--- src/rtl/min2_stream_tracker.sv ---
module min2_stream_tracker #(
  parameter int QUAN_SIZE = 3,
  parameter int DC        = 6,
  parameter int IDX_WIDTH = 3
) (
  input  logic                 sys_clk,
  input  logic                 rstn,
  input  logic                 in_valid,
  output logic                 in_ready,
  input  logic [QUAN_SIZE-1:0] in_mag,
  input  logic                 in_sign,
  output logic                 out_valid,
  input  logic                 out_ready,
  output logic [QUAN_SIZE-1:0] out_min1,
  output logic [QUAN_SIZE-1:0] out_min2,
  output logic [IDX_WIDTH-1:0] out_min_index,
  output logic                 out_sign_xor,
  output logic [IDX_WIDTH-1:0] beat_cnt
);

  localparam logic [IDX_WIDTH-1:0] LAST_BEAT = IDX_WIDTH'(DC - 1);

  logic [QUAN_SIZE-1:0] acc_min1, acc_min2;
  logic [IDX_WIDTH-1:0] acc_idx;
  logic                 acc_sign;

  logic [QUAN_SIZE-1:0] nxt_min1, nxt_min2;
  logic [IDX_WIDTH-1:0] nxt_idx;
  logic                 nxt_sign;

  logic last_beat, accept, complete;

  assign last_beat = (beat_cnt == LAST_BEAT);
  // Only the completing beat stalls while an earlier result is still held.
  assign in_ready  = !(last_beat && out_valid && !out_ready);
  assign accept    = in_valid && in_ready;
  assign complete  = accept && last_beat;

  always_comb begin
    nxt_min1 = acc_min1;
    nxt_min2 = acc_min2;
    nxt_idx  = acc_idx;
    nxt_sign = acc_sign ^ in_sign;
    if (beat_cnt == '0) begin
      nxt_min1 = in_mag;
      nxt_min2 = '1;
      nxt_idx  = '0;
      nxt_sign = in_sign;
    end else if (in_mag < acc_min1) begin
      nxt_min2 = acc_min1;
      nxt_min1 = in_mag;
      nxt_idx  = beat_cnt;
    end else if (in_mag < acc_min2) begin
      nxt_min2 = in_mag;
    end
  end

  always_ff @(posedge sys_clk) begin
    if (!rstn) begin
      beat_cnt      <= '0;
      acc_min1      <= '0;
      acc_min2      <= '0;
      acc_idx       <= '0;
      acc_sign      <= 1'b0;
      out_valid     <= 1'b0;
      out_min1      <= '0;
      out_min2      <= '0;
      out_min_index <= '0;
      out_sign_xor  <= 1'b0;
    end else begin
      if (accept) begin
        acc_min1 <= nxt_min1;
        acc_min2 <= nxt_min2;
        acc_idx  <= nxt_idx;
        acc_sign <= nxt_sign;
        beat_cnt <= last_beat ? '0 : beat_cnt + 1'b1;
      end
      if (complete) begin
        out_valid     <= 1'b1;
        out_min1      <= nxt_min1;
        out_min2      <= nxt_min2;
        out_min_index <= nxt_idx;
        out_sign_xor  <= nxt_sign;
      end else if (out_valid && out_ready) begin
        out_valid <= 1'b0;
      end
    end
  end

endmodule

--- config.mk ---
export PLATFORM = sky130hd
export DESIGN_NAME = min2_stream_tracker
export DESIGN_NICKNAME = d
export VERILOG_FILES = /design/src/rtl/min2_stream_tracker.sv
export SDC_FILE = /design/constraint.sdc
export NUM_CORES = 1
export LEC_CHECK = 0
export CORE_UTILIZATION = 55
export DETAILED_ROUTE_END_ITERATION = 10
export DONT_BUFFER_PORTS = 1
export PLACE_DENSITY = 0.73
export SYNTH_ARGS = -nofsm -noshare
export SYNTH_HDL_FRONTEND = slang
export SYNTH_SLANG_ARGS = --single-unit
--- constraint.sdc ---
create_clock -name sys_clk -period 1.6 [get_ports sys_clk]
set_input_delay 0.08 -clock sys_clk [delete_from_list [all_inputs] [get_ports sys_clk]]
set_output_delay 0.08 -clock sys_clk [all_outputs]
set_load 0.01 [all_outputs]
Word level (Yosys, flattened, before mapping)
Index checks and enable logic that the tools add are counted. W data, S select, Z words.

Bits in latches: 0. Output and inout port bits: 15. Bits in writable memories: 0. Flip-flop bits (word level): 24. Bits in read-only memories: 0. Memories kept: 0.

$mul: 0. Equality and inequality tests: 1. Div/mod/pow operators: 0. Reductions and logical operators: 9. Shift operators: 0. $add $sub $neg: 1. Multiplexer cells: 11. Bitwise operators: 1. $lt $le $gt $ge: 2.

Operator list (count): $mux W3 (8); $lt A3 B3 Y1 (2); $logic_and A1 B1 Y1 (5); $add A3 B1 Y3 const B (1); $eq A3 B3 Y1 const B (1); $logic_not A3 Y1 (1); $mux W1 (3); $logic_not A1 Y1 (2); $reduce_bool A2 Y1 (1); $xor A1 B1 Y1 (1).

Longest topological paths before layout
Gate-level depths: netlist of the first run.

Depth after elaboration: 7. Gate-level depth with buffers: 8.

Worst setup path before layout of the first run
Ideal clock, no wire load.

Path kind: register -> register. From: register acc_min1[2]. To: register out_min2[0]. Required time: 1474 ps. Path slack: -80 ps. Cell stages (with the launch flop): 9. Library setup time: 126 ps. Data arrival time: 1554 ps. Path buffers: 1. Clock period less this slack: 1680 ps. Path through: dfxtp_1 > inv_1 > ha_1 > a21oi_1 > o21a_1 > buf_2 > nor3_1 > a211oi_1 > a21oi_1.

Longest elaborated chain between the ends: 3.

RTL lines: start, declared (line 23) `logic [QUAN_SIZE-1:0] acc_min1, acc_min2;`; start signal, assigned (line 72) `acc_min1 <= nxt_min1;`; $lt A3 B3 Y1 (line 49) `end else if (in_mag < acc_min1) begin`; $mux W3 (line 49); $mux W3 (line 44) `if (beat_cnt == '0) begin`; end signal, assigned (line 81) `out_min2 <= nxt_min2;`; end, declared (line 15) `output logic [QUAN_SIZE-1:0] out_min2,`.

No other way between the ends. A chain may end at the register's enable or synchronous reset.

Worst setup path in the final report of the first run
From: register acc_min1[2]. To: register acc_idx[2].

Longest elaborated chain between the ends: 3.

RTL lines: $lt A3 B3 Y1 (line 49); $mux W3 (line 49); $mux W3 (line 44); end signal, assigned (line 74) `acc_idx <= nxt_idx;`; end, declared (line 24) `logic [IDX_WIDTH-1:0] acc_idx;`.

No other way between the ends.

==> results of run 1 <==
## power groups by stage
stage	Combinational [mW]	Clock [mW]	Sequential (mW)
2_1_floorplan	0.204	0	0.651
3_3_place_gp	0.283	0	0.649
3_5_place_dp	0.293	0	0.650
4_1_cts	0.350	0.453	0.638
5_1_grt	0.482	0.481	0.644
6_report	0.458	0.455	0.642
## through the flow
| stage | util (%) | instances | hold slack, ns | TNS, ns | cell area [um2] |
|---|---|---|---|---|---|
| final | 82.90 | 198 | -0.006266 | -0.7065 | 1693 |
| after global routing | 82.90 | 198 | -0.005592 | -1.694 | 1693 |
| after CTS | 75.98 | 195 | 0.002551 | -0.1688 | 1551 |
| after detailed placement | 68.20 | 184 | 0.2245 | -0.5223 | 1393 |
| after global placement | 68.20 | 184 | 0.2207 | -0.2205 | 1393 |
| after floorplan | - | 148 | 0.2160 | -0.002985 | 1279 |
## flip-flops by register name, indices dropped and copies added (netlist names), 3 cells and up
name / flops
out_min2: 3
acc_min2: 3
acc_min1: 3
beat_cnt: 3
out_min1: 3
acc_idx: 3
out_min_index: 3
## final timing paths
path                           end  slack [ns]  depth (start not counted)
setup reg to reg        acc_idx[2]       -0.14                          9
hold / removal           out_valid      -0.006                          2
hold reg to reg   out_min_index[2]        0.51                          2
setup / recovery        acc_idx[2]       -0.14                          9
## what timing repair did
action / CTS / global route
gates resized for setup: 11 / 28
hold endpoints to repair: 16 / 0
pin swaps: 5 / 19
setup buffers: 2 / 3
hold buffers: 5 / 0
endpoints found under the setup margin: 10 / 19
gates cloned: 0 / 0
## kinds of logic after synthesis
logic type,synth area share (%)
xor+xnor,1.416
simple gates,20.22
mux,5.056
buf+inv,6.168
compound gates,24.27
fa+ha+maj,4.045
flops,38.83
## per-layer routing
| layer | wire, um | track usage (%) | share of wire (%) |
|---|---|---|---|
| met2 | 1949 | 49.32 | 51 |
| met1 | 1442 | 35.58 | 38 |
| met3 | 351 | 5.919 | 9.2 |
| met4 | 81 | 3.810 | 2.1 |
| met5 | 0 | 0 | 0 |
## final cells by class
type	instances	area, um2
clock inverter	1	30.03
clock buffer	3	22.52
sequential	24	484.2
tap	27	33.78
timing repair buffer	27	242.7
fill	118	349.1
inverter	6	22.52
multi-input combinational	110	857.1
## worst max-delay path: cells and delay by family (launching register included)
family,cells,cell delay [ns]
and+or+nand+nor,2,0.19
adders and majority gates,1,0.23
AOI/OAI and AO/OA,3,0.55
DFF,1,0.36
buffers and inverters,3,0.33
## placed cells by master, fill, tap and decap left out, types with 3 or more instances in the layout
cell            n
nand2_1        14
dfxtp_1        21
a21oi_1         8
a31oi_1         3
dlygate4sd3_1   5
a21oi_2         4
o21ai_0         7
nor2_1         14
o21ai_1         5
inv_1           3
nand3_1         4
dfxtp_2         3
buf_4          17
ha_4            3
buf_6           4
clkbuf_4        3
a211oi_1        3
inv_2           3
mux2i_1         3
==> results.cfg, run 1 <==
[run_status]
failed_checks = hold timing, setup timing
status = finished, violations left

[power]
switchingPower_mw = 0.4599
p_comb_share_pct = 29.5
pwr-share-clk_pct = 29.3
ir_drop_mv = 0.8939
p_leak_nw = 0.6381
total_power_mw = 1.554
power_density_mw_per_mm2 = 918.2
internal_power_mw = 1.094
pwr-share-seq_pct = 41.3
sw_frac_of_total_pct = 29.59

[placement]
place.gp.congestion = 0.8115
place_hpwl_um = 2185
io_buffers = 0
dp_slack_ns = -0.1053

[global_route]
grt_max_degree = 16
grt_overflow = 0
grt_pass1_wl_um = 5271
grt_antenna_before_repair = 0
grt_usage_pct = 27.96
first_global_vias = 1176

[synthesis]
syn_area_mm2 = 0.001237
ys_top_cells_by_count = dfxtp_1, nand2_1, nor2_1
synth_edf_count = 0
yosysSeqAreaShare_pct = 38.83
async_reset_ff_share_pct = 0
synth_cells = 148
yosys.area.top_type = dfxtp_1
yosys.area.top_type_share_pct = 38.83
avgSynthCellArea_um2 = 8.361
yosysWarnings = 0
yosysMostFrequentCell = dfxtp_1
synth_cell_types = 40
synthTopCellsByArea = dfxtp_1, nand2_1, a21oi_1
ys_ff_latch = 24
synthFlopType = dfxtp_1
syn_nets = 160

[setup_path]
worst_ep_required_time_ns = 1.87
reg2reg_from = acc_min1[2]
crit_start = acc_min1[2]
cp_max_fo = 5
cpPeakStageDelay_ns = 0.36
cp_common_cell = buf_6
slowest_stage = dfxtp_2
end_kind = flop
cp_data_arrival_time_ns = 2.01
startpoint_type = flop
path_class = flop to flop
path_cells = inv_2, ha_4, a21oi_4, o21a_1, buf_6, buf_6, nand2_2, a2bb2oi_2, nor2_1

[final_layout]
drive_above_1_share_pct = 36.26
nets = 184
num_antenna_cells = 0
area_growth_pct = 36.80

[routing]
drt_pass1_iterations = 4
viasPerCell = 6.313
wl_per_cell_um = 19.32
drt_iter0_markers = 61
num_vias = 1250
ant_nets = 0
drt_wl_total_um = 3825
drc = 0

[sta]
tightest_slew_ns = 0.5181
hold_viol = 1
drv_slew = 0
fmax_mhz = 576.1
timing.hold.ws_ns = -0.006266
timing.final.crit_share_pct = 108.5
final.setup_skew_ns = 0.005050
setup_viol = 15
setup_ws_ns = -0.1357
maxSlewHeadroom_pct = 65.42
grt_setup_unrepaired = yes
period_needed_ns = 1.736

[floorplanning]
die-area_mm2 = 0.002443
core_area_mm2 = 0.002042
die_width_um = 49.43
rows = 16
ios = 23
die_h_um = 49.43
initial_utilization_pct = 60.60

[clock_tree]
clock_sinks = 24
clockBufferDepth = 2
insertion_delay_ns = 0.33
cts_root_buf = clkbuf_4
cts_made_buffers = 3
cts_tree = built
clkSlewWorstSetupHoldPaths_ns = 0.14
cts_max_level = 1

[job]
cap_violations = 0

[min_path]
worstHoldStart = out_ready
min_path_type = input pin to flop
(Power assumes the default switching activity.)
==> run 2: changes to the inputs <==
Settings changed: SLEW_MARGIN set to 20.
Clock period 1.6 ns to 1.5 ns, I/O delays scaled along.
==> run 2 against run 1 <==
Compared with the run above: the flow finishes with violations (setup timing); sequential power rose by 7.2%; fmax fell by 2.3%; count of clock-buffer cells in the layout did not move; critical path depth fell by 2; cell area rose by 11%; via count rose by 7.5%; clock power rose by 5.3%; register-to-register slack got worse by 0.14 ns; worst hold slack improved by 0.047 ns; critical endpoint is now acc_min2[1]; largest cell class unchanged.
==> results.cfg, run 2 (synthesis results as in run 1) <==
[final_layout]
layout_commonest_cell = buf_4
mostFrequentLayoutCells = buf_4, dfxtp_1, nand2_1, nor2_1, a21oi_1
num_antenna_cells = 0
fillers = 73
post-route-util_pct = 91.97
register_area_um2 = 493.0
drive_above_1_share_pct = 47.54
instances_no_fill = 210
area_growth_pct = 51.77
final_area_mm2 = 0.001878
nets = 196
multi_input_area_um2 = 945.9

[sta]
period_needed_ns = 1.777
final.setup_skew_ns = 0.004119
tightest_slew_ns = 0.6031
drv_slew = 0
hold_viol = 0
timing.final.crit_share_pct = 118.5
maxSlewHeadroom_pct = 59.75
setup_viol = 16
setup_ws_ns = -0.2774
fmax_mhz = 562.6
fin_setup_tns_ns = -2.042
grt_setup_unrepaired = yes

[clock_tree]
clkSlewWorstSetupHoldPaths_ns = 0.14
cts_tree = built
clockBufferDepth = 2
clock_sinks = 24
insertion_delay_ns = 0.32
cts_root_buf = clkbuf_4
cts_max_level = 1
cts_made_buffers = 3

[setup_path]
end_kind = flop
cp_max_fo = 6
crit_start = acc_min1[2]
r2r-end = acc_min2[1]
worst_ep_required_time_ns = 1.71
r2r_cells = 7
reg2reg_from = acc_min1[2]
startpoint_type = flop
r2r_setup_slack_ns = -0.28
cp-endpoint = acc_min2[1]
path_class = flop to flop
cp_data_arrival_time_ns = 1.99

[placement]
place_inst = 190
place_hpwl_um = 2236
placed_cell_area_mm2 = 0.001444
io_buffers = 0
place.gp.congestion = 0.9129

[routing]
drc = 0
wl_per_cell_um = 20.27
num_vias = 1344
drt_iter0_markers = 50
drt_pass1_iterations = 4
viasPerCell = 6.400
drt_wl_total_um = 4257
ant_nets = 0

[global_route]
grt_max_degree = 16
grt_overflow = 0
grt_pass1_wl_um = 5678
first_global_vias = 1247
grt_usage_pct = 30.74
grt_antenna_before_repair = 0

[power]
power_density_mw_per_mm2 = 917.6
p_leak_nw = 0.7102
ir_drop_mv = 0.8996

[job]
cap_violations = 0

[floorplanning]
core_area_mm2 = 0.002042
die-area_mm2 = 0.002443
initial_utilization_pct = 60.60
ios = 23
rows = 16
die_width_um = 49.43
die_h_um = 49.43

[min_path]
hold_depth = 3
min_path_type = input pin to flop

[run_status]
failed_checks = setup timing
status = finished, violations left
## run 2: cell types whose count changed in the layout (fill, tap and decap cells not counted), sizes merged
cell / change
dlygate4sd3: +1
a21boi: +1
buf: +10
## run 2: worst max-delay path, cell delays in order (launching register included)
cell       delay (ns)
dfxtp_2          0.36
inv_2            0.04
ha_4             0.29
nand2_4          0.07
o21ai_4          0.25
buf_6            0.17
nor3_1           0.06
a2111oi_2        0.43
## run 2: power breakdown
group / internal (mW) / leakage (nW) / switching (mW)
combinational: 0.279 / 0.484 / 0.277
clock: 0.270 / 0.0279 / 0.209
sequential: 0.663 / 0.198 / 0.0252
total: 1.21 / 0.710 / 0.511
## run 2: layout make-up
| cell class | count | area share, % |
|---|---|---|
| Clock buffer | 3 | 1.199 |
| Clock inverter | 1 | 1.599 |
| Inverter | 6 | 1.199 |
| Multi-Input combinational cell | 111 | 50.37 |
| Sequential cell | 24 | 26.25 |
| Tap cell | 27 | 1.799 |
| Timing Repair Buffer | 38 | 17.59 |
## run 2: metal layers
metal	global-route usage, %	vias to the layer above	wire [um]
li1	-	595	-
met1	36.10	649	1723
met2	54.34	76	2072
met3	4.673	24	237
met4	14.29	0	223
met5	0	-	0
## run 2: per-stage QoR
step	total power [mW]	setup WS, ns	hold WS (ns)
after global routing	1.781	-0.3862	0.02640
final	1.723	-0.2774	0.04095
after CTS	1.587	-0.2045	0.03212
after floorplan	0.9289	-0.1030	0.2110
after detailed placement	1.037	-0.1899	0.2192
after global placement	1.025	-0.1593	0.2117
## run 2: worst min path at each step
stage	start	end	slack, ns
2_1_floorplan	in_mag[0]	acc_min1[0]	0.21
3_3_place_gp	rstn	acc_min2[2]	0.21
3_5_place_dp	rstn	acc_min2[2]	0.22
4_1_cts	in_mag[2]	acc_min1[2]	0.03
5_1_grt	in_mag[2]	acc_min1[2]	0.03
6_report	in_sign	acc_sign	0.04
## run 2: what timing repair did
| action | CTS | global route |
|---|---|---|
| setup endpoints to repair | 20 | 20 |
| hold buffers | 6 | 0 |
| gates cloned | 1 | 0 |
| buffers inserted | 2 | 7 |
| hold endpoints to repair | 16 | 0 |
| pin swaps | 6 | 18 |
| gates resized for setup | 25 | 34 |
